File: src/rtl/pipelined_cla_adder.sv
`default_nettype none
// ============================================================================
// Module   : pipelined_cla_adder
// Purpose  : WIDTH-bit adder/subtractor built from GROUP-bit carry-lookahead
//            slices, one slice per pipeline stage, with valid/ready handshakes.
//            Define PIPELINED_CLA_OVF_EN to add the signed-overflow output ovf.
// Revision : 1.0 - initial release
// ============================================================================
module pipelined_cla_adder #(
    parameter int WIDTH = 16,
    parameter int GROUP = 4
) (
    input  logic             clk,
    input  logic             rst,
    input  logic             in_valid,
    output logic             in_ready,
    input  logic [WIDTH-1:0] a,
    input  logic [WIDTH-1:0] b,
    input  logic             cin,
    input  logic             sub,
    output logic             out_valid,
    input  logic             out_ready,
    output logic [WIDTH-1:0] sum,
`ifdef PIPELINED_CLA_OVF_EN
    output logic             ovf,
`endif
    output logic             cout
);

    localparam int c_NSTAGE = WIDTH / GROUP;
    localparam int c_LAST   = c_NSTAGE - 1;

    // Lookahead slice: returns {carry_out, sum[GROUP-1:0]}.
    function automatic logic [GROUP:0] f_cla(
        input logic [GROUP-1:0] x,
        input logic [GROUP-1:0] y,
        input logic             ci
    );
        logic [GROUP-1:0] g;
        logic [GROUP-1:0] p;
        logic [GROUP:0]   c;
        logic             term;
        g    = x & y;
        p    = x ^ y;
        c    = '0;
        c[0] = ci;
        for (int i = 0; i < GROUP; i++) begin
            term     = 1'b1;
            c[i+1]   = g[i];
            for (int j = i; j >= 1; j--) begin
                term   = term & p[j];
                c[i+1] = c[i+1] | (term & g[j-1]);
            end
            c[i+1] = c[i+1] | (term & p[0] & ci);
        end
        return {c[GROUP], p ^ c[GROUP-1:0]};
    endfunction

    logic             r_v   [c_NSTAGE];
    logic             r_c   [c_NSTAGE];
    logic [WIDTH-1:0] r_s   [c_NSTAGE];
    logic [WIDTH-1:0] r_a   [c_NSTAGE];
    logic [WIDTH-1:0] r_b   [c_NSTAGE];

    logic             w_vin [c_NSTAGE];
    logic             w_cin [c_NSTAGE];
    logic [WIDTH-1:0] w_sin [c_NSTAGE];
    logic [WIDTH-1:0] w_ain [c_NSTAGE];
    logic [WIDTH-1:0] w_bin [c_NSTAGE];
    logic [GROUP:0]   w_res [c_NSTAGE];
    logic             w_adv;

    assign w_adv     = !r_v[c_LAST] || out_ready;
    assign in_ready  = w_adv;
    assign out_valid = r_v[c_LAST];
    assign sum       = r_s[c_LAST];
    assign cout      = r_c[c_LAST];

    generate
        for (genvar k = 0; k < c_NSTAGE; k++) begin : g_stage
            if (k == 0) begin : g_first
                // Subtraction is a + ~b + 1, so the carry-in is forced high.
                assign w_vin[k] = in_valid;
                assign w_cin[k] = sub | cin;
                assign w_sin[k] = '0;
                assign w_ain[k] = a;
                assign w_bin[k] = sub ? ~b : b;
            end else begin : g_next
                assign w_vin[k] = r_v[k-1];
                assign w_cin[k] = r_c[k-1];
                assign w_sin[k] = r_s[k-1];
                assign w_ain[k] = r_a[k-1];
                assign w_bin[k] = r_b[k-1];
            end
            assign w_res[k] = f_cla(w_ain[k][k*GROUP +: GROUP],
                                    w_bin[k][k*GROUP +: GROUP],
                                    w_cin[k]);
        end
    endgenerate

    // Data only moves with a valid token so bubbles leave the registers quiet.
    always_ff @(posedge clk) begin
        if (rst) begin
            for (int k = 0; k < c_NSTAGE; k++) begin
                r_v[k] <= 1'b0;
                r_c[k] <= 1'b0;
                r_s[k] <= '0;
                r_a[k] <= '0;
                r_b[k] <= '0;
            end
        end else if (w_adv) begin
            for (int k = 0; k < c_NSTAGE; k++) begin
                r_v[k] <= w_vin[k];
                if (w_vin[k]) begin
                    r_c[k]                   <= w_res[k][GROUP];
                    r_a[k]                   <= w_ain[k];
                    r_b[k]                   <= w_bin[k];
                    r_s[k]                   <= w_sin[k];
                    r_s[k][k*GROUP +: GROUP] <= w_res[k][GROUP-1:0];
                end
            end
        end
    end

    // Last-stage operand copies have no reader.
    logic w_unused_ops;
    assign w_unused_ops = ^{r_a[c_LAST], r_b[c_LAST]};

`ifdef PIPELINED_CLA_OVF_EN
    logic w_ovf_nxt;
    logic r_ovf;

    // Carry into the MSB is recovered from the MSB sum bit and its operands.
    assign w_ovf_nxt = (w_res[c_LAST][GROUP-1] ^ w_ain[c_LAST][WIDTH-1]
                        ^ w_bin[c_LAST][WIDTH-1]) ^ w_res[c_LAST][GROUP];

    always_ff @(posedge clk) begin
        if (rst) begin
            r_ovf <= 1'b0;
        end else if (w_adv && w_vin[c_LAST]) begin
            r_ovf <= w_ovf_nxt;
        end
    end

    assign ovf = r_ovf;
`endif

endmodule
`default_nettype wire

File: config.mk
export PLATFORM = sky130hd
export DESIGN_NAME = pipelined_cla_adder
export DESIGN_NICKNAME = d
export VERILOG_FILES = /design/src/rtl/pipelined_cla_adder.sv
export SDC_FILE = /design/constraint.sdc
export NUM_CORES = 1
export LEC_CHECK = 0
export ABC_CLOCK_PERIOD_IN_PS = 2150
export CAP_MARGIN = 20
export CELL_PAD_IN_SITES_DETAIL_PLACEMENT = 0
export CELL_PAD_IN_SITES_GLOBAL_PLACEMENT = 1
export CORE_MARGIN = 4
export CORE_UTILIZATION = 45
export CTS_CLUSTER_DIAMETER = 40
export CTS_CLUSTER_SIZE = 10
export DETAILED_ROUTE_END_ITERATION = 6
export HOLD_SLACK_MARGIN = 0.06
export PLACE_DENSITY_LB_ADDON = 0.3
export SETUP_SLACK_MARGIN = 0.5
export SLEW_MARGIN = 20
export SYNTH_ARGS = -nofsm -noshare
export SYNTH_HDL_FRONTEND = slang
export SYNTH_SLANG_ARGS = --single-unit
File: constraint.sdc
create_clock -name clk -period 2.15 [get_ports clk]
set_input_delay 0.43 -clock clk [delete_from_list [all_inputs] [get_ports clk]]
set_output_delay 0.43 -clock clk [all_outputs]
set_load 0.05 [all_outputs]
# [After elaboration in Yosys (flattened, before gate mapping)]
# Memories as Yosys holds them, arrays and structs flattened.
# Index checks and enable logic that the tools add are counted.
[totals] ff_bits=0 mem_bits_rw=200 inputBits=38 memories=5 wordCells=195
[op_classes] bitwise=142 reduce_logical=2 muxes=46
[mem_list] name="r_a" words=4 width=16 rd=3 rd_ports_with_merged_regs=0 wr=4 line="62" source="logic [WIDTH-1:0] r_a [c_NSTAGE];"
[mem_list] name="r_b" words=4 width=16 rd=3 rd_ports_with_merged_regs=0 wr=4 line="63" source="logic [WIDTH-1:0] r_b [c_NSTAGE];"
[mem_list] name="r_s" words=4 width=16 rd=4 rd_ports_with_merged_regs=0 wr=4 line="61" source="logic [WIDTH-1:0] r_s [c_NSTAGE];"
[mem_list] name="r_c" words=4 width=1 rd=4 rd_ports_with_merged_regs=0 wr=4 line="60" source="logic r_c [c_NSTAGE];"
[mem_list] name="r_v" words=4 width=1 rd=4 rd_ports_with_merged_regs=0 wr=4 line="59" source="logic r_v [c_NSTAGE];"
[ops] operator="16-bit two-way mux" n=13
[ops] operator="1-bit OR" n=65
[ops] operator="1-bit AND" n=64
[ops] operator="4-bit bitwise XOR" n=8
[ops] operator="1-bit two-way mux" n=29
[ops] operator="4-bit AND" n=4
[ops] operator="4-bit two-way mux" n=4
[ops] operator="16-bit inverter" n=1
[ops] operator="1-bit logical NOT" n=1
[ops] operator="1-bit logical OR" n=1

# [Depth between registers and ports, before layout]
# Gate-level depths: netlist (run 1).
[depth] word_depth=9 ltp_mapped=7 mapped_depth_nobuf=5

# [Worst setup path before layout (run 1)]
# OpenSTA, ideal clock, no wires.
[synth_timing] path_type="register -> register" from="memory r_v[3][0], in the netlist r_v[0][3]" to="memory r_a[0][10], enable pin" slack_ps=-93 path_buffers=2 path_stages_with_launch=6 t_arrival_ps=1856 setup_time_ps=386 t_required_ps=1764 period_less_slack_ps=2243 path_cell_list="edfxtp_1 -> nand2b_4 -> buf_6 -> buf_4 -> nand2_1 -> nand2_1"
[synth_lines] element="start: declaration" line="59"
[synth_lines] element="end: declaration" line="62"

==> results.json, run 1 <==
{
  "status": "complete, no violations",
  "finalNetCount": 433,
  "cpPeakStageDelay_ns": 0.41,
  "syn_avg_cell_area_um2": 14.1,
  "routed_wl_um": 6210,
  "synth-seq-cells": 96,
  "synth_cell_types": 36,
  "p_per_area_nw_per_um2": 727,
  "timing.rr.start": "r_b[0][44]",
  "start_kind": "flop",
  "remaining_drc_errors": 0,
  "n_antenna_cell": 0,
  "required_ns": 2.27,
  "synth_area_um2": 4550,
  "grt_pass1_vias": 2326,
  "hold_viol_final": 0,
  "place_hpwl_um": 4600,
  "period_share_pct": 75.5,
  "r2r_setup_slack_ns": 0.53,
  "power.net_switching_w": 0.000972,
  "h-tree-depth": 3,
  "path_buf_inv": 0,
  "antenna_found_initial": 0,
  "cp.arrival_ns": 1.74,
  "rsz0062_at_grt": "yes",
  "fp.dieW_um": 109,
  "cts-root-buf": "clkbuf_8",
  "max_freq_ghz": 0.616,
  "cts_tree": "yes",
  "seq_power_share_pct": 56.4,
  "vias": 2340,
  "clock_latency_ns": 0.35,
  "cp.depth": 4,
  "worst_slack_ns": 0.526,
  "initial_core_util_pct": 46.4,
  "cts.hold.buffers_added": 0,
  "min_period_ns": 1.62,
  "avgRoutedWirePerCell_um": 12.2,
  "clkTransAtPathRegs_ns": 0.10,
  "grt_use_total_pct": 11.5,
  "cts_sinks": 96,
  "relSlewSlack_pct": 68.0,
  "hp-start": "r_b[0][10]",
  "die_h_um": 109,
  "min_path_cells": 1,
  "coreArea_um2": 9820,
  "holdPathEnd": "r_b[0][26]",
  "drtPass1Iterations": 4,
  "numCtsBuffers": 9,
  "synth_nets": 383,
  "multiInputGateArea_um2": 1500,
  "power.share.clock_pct": 30.7,
  "area_growth_pct": 19.4,
  "worstPathMaxFanout": 2,
  "cp_top_family": "compound AO/OA/AOI/OAI gates",
  "skew_ns": 0.0120,
  "fillCellCount": 893,
  "die-area_um2": 11800,
  "drv_cap": 0,
  "power_frac_comb_pct": 13.0,
  "power_w": 0.00395,
  "sw_frac_of_total_pct": 24.6,
  "r2r_end": "r_s[0][62]",
  "final_max_slew_viol_count": 0,
  "detail_route.iter0.violations": 54,
  "cts_buffer_depth": 2,
  "via_per_inst": 4.58,
  "end_kind": "flop",
  "syn_inst": 323,
  "p_leak_nw": 2.16,
  "ir_drop_mv": 0.388,
  "finalNonFillerCells": 511,
  "gp_routability_congestion": 0.798,
  "crit_path_top_delay_cell": "edfxtp_1",
  "post-place-cells": 493,
  "grt_max_degree": 30,
  "whs_ns": 0.526,
  "ys_seq_area_share_pct": 63.3,
  "crit_chain": "ha_1, a21o_1, a211o_1, and3_1",
  "place_ws_ns": -0.145,
  "worstRegToRegCells": 4,
  "p_int_w": 0.00298,
  "min_path_type": "reg -> reg",
  "io_pins": 57,
  "grt_pass1_wl_um": 10600,
  "seqCellArea_um2": 2880,
  "grt_remaining_overflow": 0,
  "crit_type": "reg -> reg",
  "rows": 36,
  "drive_above_1_share_pct": 20.1,
  "io_buffers": 56,
  "tightest_slew_ns": 0.482,
  "setup_viol": 0,
  "synth_warnings": 0,
  "ant_nets": 0
}
## worst max path at each step
stage	slack, ns	from	endpoint
2_1_floorplan	0.35	sub	r_s[0][3]
3_3_place_gp	-0.08	sub	r_s[0][3]
3_5_place_dp	-0.14	sub	r_c[0][0]
4_1_cts	0.41	r_v[0][3]	out_valid
5_1_grt	0.49	r_b[0][44]	r_s[0][62]
6_report	0.53	r_b[0][44]	r_s[0][62]
## stage by stage
| step | util [%] | setup TNS [ns] | area, µm² |
|---|---|---|---|
| floorplan | - | 0 | 4670 |
| global placement | 53.1 | -0.246 | 5220 |
| finish | 55.4 | 0 | 5440 |
| detailed placement | 53.1 | -0.553 | 5220 |
| global route | 55.4 | 0 | 5440 |
| CTS | 55.5 | 0 | 5450 |
## cell families after synthesis
logic type / Yosys count / synth area share [%]
simple gates: 111 / 14.8
flops: 96 / 63.3
buf+inv: 44 / 6.24
compound gates: 26 / 4.26
fa+ha+maj: 22 / 6.70
xor+xnor: 20 / 3.85
mux: 4 / 0.879
## what timing repair did
item | 4_1_cts | 5_1_grt
buffers inserted | 1 | 1
endpoints found under the setup margin | 26 | 26
cloned | 0 | 0
pin swaps | 4 | 6
gates resized for setup | 33 | 31
## flip-flops by register name (all words and copies together) (netlist names)
| register | cells |
|---|---|
| r_a | 24 |
| r_b | 24 |
| r_c | 4 |
| r_s | 40 |
| r_v | 4 |
## metal layers
metal	global-route usage (%)	vias to the layer above	part of all wire [%]
met2	18.2	61	47
li1	-	1214	-
met3	2.57	8	5.9
met5	0	-	0
met1	14.8	1057	45
met4	5.95	0	1.6
## worst register-to-register path: stages (launching register included)
cell	delay, ns
edfxtp_1	0.41
ha_1	0.32
a21o_1	0.18
a211o_1	0.29
and3_1	0.19
## final cells by class
class,count,area share (%)
clock inverter,7,1.54
clock buffer,9,2.28
timing repair buffer,67,11.3
tap,133,3.06
multi-input combinational,183,27.6
sequential,96,53.0
inverter,16,1.15
## placed cells by master (no fill, tap or decap), types with 5 or more instances in the layout
master / synthesis / layout
buf_4: 21 / 9
clkbuf_8: 0 / 9
clkdlybuf4s50_1: 0 / 33
inv_1: 12 / 12
nand4_1: 5 / 5
ha_1: 18 / 18
nor2_1: 21 / 21
xnor2_1: 13 / 13
clkbuf_2: 0 / 11
xor2_1: 7 / 5
edfxtp_1: 96 / 96
and2_1: 54 / 54
clkdlybuf4s15_1: 0 / 6
and2_4: 7 / 7
## power groups by stage
stage	Clock [W]	Combinational, W	Sequential [W]
4_1_cts	0.00124	0.000513	0.00223
3_5_place_dp	0	0.000517	0.00227
3_3_place_gp	0	0.000504	0.00227
6_report	0.00121	0.000513	0.00223
2_1_floorplan	0	0.000370	0.00227
5_1_grt	0.00132	0.000568	0.00224
## Yosys cell counts
cell type / n / share of area [%]
a21oi_1: 3 / 0.33
nor2b_1: 1 / 0.14
and2_4: 7 / 1.3
and3_1: 1 / 0.14
mux2i_1: 4 / 0.88
and3_4: 1 / 0.25
buf_2: 2 / 0.22
inv_1: 12 / 0.99
o21a_1: 2 / 0.33
nand4b_1: 3 / 0.58
xnor2_1: 13 / 2.5
xor2_1: 7 / 1.3
a21o_1: 4 / 0.66
fa_1: 4 / 1.8
nor3_1: 2 / 0.22
nand2b_1: 1 / 0.14
nand3_4: 1 / 0.38
buf_4: 21 / 3.5
nand3_2: 2 / 0.44
edfxtp_1: 96 / 63
o21ai_0: 3 / 0.33
nor2_1: 21 / 1.7
buf_6: 5 / 1.2
nand2_1: 9 / 0.74
a211o_1: 2 / 0.38
o21ba_2: 2 / 0.44
o2bb2ai_1: 5 / 0.96
nand2b_4: 1 / 0.30
ha_1: 18 / 4.9
and2_1: 54 / 7.4
nor3b_1: 1 / 0.16
o211ai_1: 1 / 0.16
inv_2: 4 / 0.33
a211oi_1: 4 / 0.66
nand3_1: 1 / 0.11
nand4_1: 5 / 0.69
Power figures use the tool's default switching activity.
==> inputs of run 2 (changes only) <==
--- a/config.mk
+++ b/config.mk
@@ -5,12 +5,12 @@
 export SDC_FILE = /design/constraint.sdc
 export NUM_CORES = 1
 export LEC_CHECK = 0
-export ABC_CLOCK_PERIOD_IN_PS = 2150
+export ABC_CLOCK_PERIOD_IN_PS = 1400
 export CAP_MARGIN = 20
 export CELL_PAD_IN_SITES_DETAIL_PLACEMENT = 0
 export CELL_PAD_IN_SITES_GLOBAL_PLACEMENT = 1
 export CORE_MARGIN = 4
-export CORE_UTILIZATION = 45
+export CORE_UTILIZATION = 41
 export CTS_CLUSTER_DIAMETER = 40
 export CTS_CLUSTER_SIZE = 10
 export DETAILED_ROUTE_END_ITERATION = 6
==> constraint.sdc (replaced) <==
create_clock -name clk -period 1.4 [get_ports clk]
set_input_delay 0.28 -clock clk [delete_from_list [all_inputs] [get_ports clk]]
set_output_delay 0.28 -clock clk [all_outputs]
set_load 0.05 [all_outputs]
==> results.json, run 2 (same netlist as run 1, synthesis figures left out) <==
{
  "finalNetCount": 489,
  "drv_cap": 0,
  "clock_latency_ns": 0.36,
  "start_kind": "flop",
  "clkTransAtPathRegs_ns": 0.10,
  "initial_core_util_pct": 42.0,
  "crit_type": "reg -> reg",
  "area_growth_pct": 50.7,
  "violations": "setup timing",
  "max_freq_ghz": 0.645,
  "die_h_um": 113,
  "skew_ns": 0.00986,
  "fp.dieW_um": 113,
  "cts.hold.buffers_added": 0,
  "grt_remaining_overflow": 0,
  "cts-root-buf": "clkbuf_8",
  "fillCellCount": 816,
  "remaining_drc_errors": 0,
  "n_antenna_cell": 0,
  "rows": 38,
  "hold_viol_final": 0,
  "min_period_ns": 1.55,
  "relSlewSlack_pct": 74.2,
  "grt_pass1_wl_um": 13600,
  "cts_tree": "yes",
  "coreArea_um2": 10800,
  "grt_pass1_vias": 2773,
  "top_regs": "r_s: 40 flops, r_a: 24 flops, r_b: 24 flops",
  "numCtsBuffers": 9,
  "avgRoutedWirePerCell_um": 14.6,
  "drtPass1Iterations": 4,
  "io_buffers": 56,
  "die-area_um2": 12900,
  "status": "finished with violations",
  "cpPeakStageDelay_ns": 0.40,
  "worstPathMaxFanout": 2,
  "vias": 2680,
  "place_ws_ns": -0.776,
  "ant_nets": 0,
  "crit_chain": "ha_1, a211o_1, a21oi_4, mux2i_1",
  "grt_use_total_pct": 13.5,
  "largest_register_ffs": 40,
  "top_register": "r_s",
  "gp_routability_congestion": 0.767,
  "final_max_slew_viol_count": 0,
  "tightest_slew_ns": 0.387,
  "drive_above_1_share_pct": 50.7,
  "end_kind": "flop",
  "setup_viol": 88,
  "cts_buffer_depth": 2,
  "cp.arrival_ns": 1.77,
  "final_common_cell": "edfxtp_1",
  "via_per_inst": 4.67,
  "worst_slack_ns": -0.150,
  "routed_wl_um": 8380,
  "p_per_area_nw_per_um2": 964,
  "antenna_found_initial": 0,
  "cts_sinks": 96,
  "grt_max_degree": 19,
  "p_leak_nw": 2.70,
  "most-common-layout-cells": "edfxtp_1 (96), and2_4 (53), clkdlybuf4s50_1 (29)",
  "h-tree-depth": 3,
  "stdcell_area_um2": 6870,
  "io_pins": 57,
  "detail_route.iter0.violations": 56,
  "period_share_pct": 111,
  "min_path_type": "in -> reg",
  "place_hpwl_um": 4650,
  "place_area_um2": 5640,
  "rsz0062_at_grt": "yes",
  "crit_path_top_delay_cell": "edfxtp_1",
  "required_ns": 1.62,
  "ir_drop_mv": 0.439
}
-- run 2: final timing paths --
check / endpoint / cells after the start / slack, ns / from
setup reg to reg: r_s[0][63] / 4 / -0.15 / r_a[0][44]
hold / removal: r_b[0][5] / 4 / 0.49 / sub
setup / recovery: r_s[0][63] / 4 / -0.15 / r_a[0][44]
hold reg to reg: r_a[0][46] / 1 / 0.54 / r_a[0][30]
-- run 2: layer usage --
metal,track usage [%],vias to the layer above,wire (µm)
li1,-,1357,-
met1,15.7,1249,3260
met2,24.7,60,4680
met3,2.33,14,298
met4,5.37,0,140
met5,0,-,0
-- run 2: cell type report --
class | instances | area, µm² | area share, %
clock inverter | 7 | 87.6 | 1.28
sequential | 96 | 2880 | 42.0
timing repair buffer | 104 | 1300 | 18.9
multi-input combinational | 197 | 2170 | 31.6
tap | 140 | 175 | 2.55
timing repair inverter | 5 | 40.0 | 0.583
clock buffer | 9 | 124 | 1.80
inverter | 16 | 90.1 | 1.31
-- run 2: per-stage QoR --
step / utilization (%) / std cells / TNS (ns) / hold slack (ns) / total power (W)
final: 63.3 / 574 / -4.44 / 0.489 / 0.00662
after global routing: 63.3 / 574 / -11.72 / 0.489 / 0.00690
after CTS: 61.2 / 568 / -2.92 / 0.459 / 0.00655
after detailed placement: 52.0 / 519 / -45.62 / 0.502 / 0.00443
after global placement: 52.0 / 519 / -46.71 / 0.506 / 0.00441
after floorplan: - / 323 / -31.49 / 0.484 / 0.00407
-- run 2: what timing repair did --
item	4_1_cts	5_1_grt
pin swaps	49	29
buffers inserted	14	4
resized for setup	123	53
endpoints found under the setup margin	211	211
gates cloned	19	2
-- run 2: where the power goes --
part           leakage, nW  total, W  switching [W]  internal [W]
sequential            1.03   0.00346      0.0000928       0.00337
combinational         1.57   0.00127       0.000625      0.000643
clock                0.101   0.00189        0.00103      0.000865
-- run 2: worst max-delay path, delay by kind of cell (launching register included) --
| family | cells | cell delay, ns |
|---|---|---|
| mux | 1 | 0.20 |
| flops | 1 | 0.40 |
| compound gates | 2 | 0.49 |
| fa+ha+maj | 1 | 0.32 |
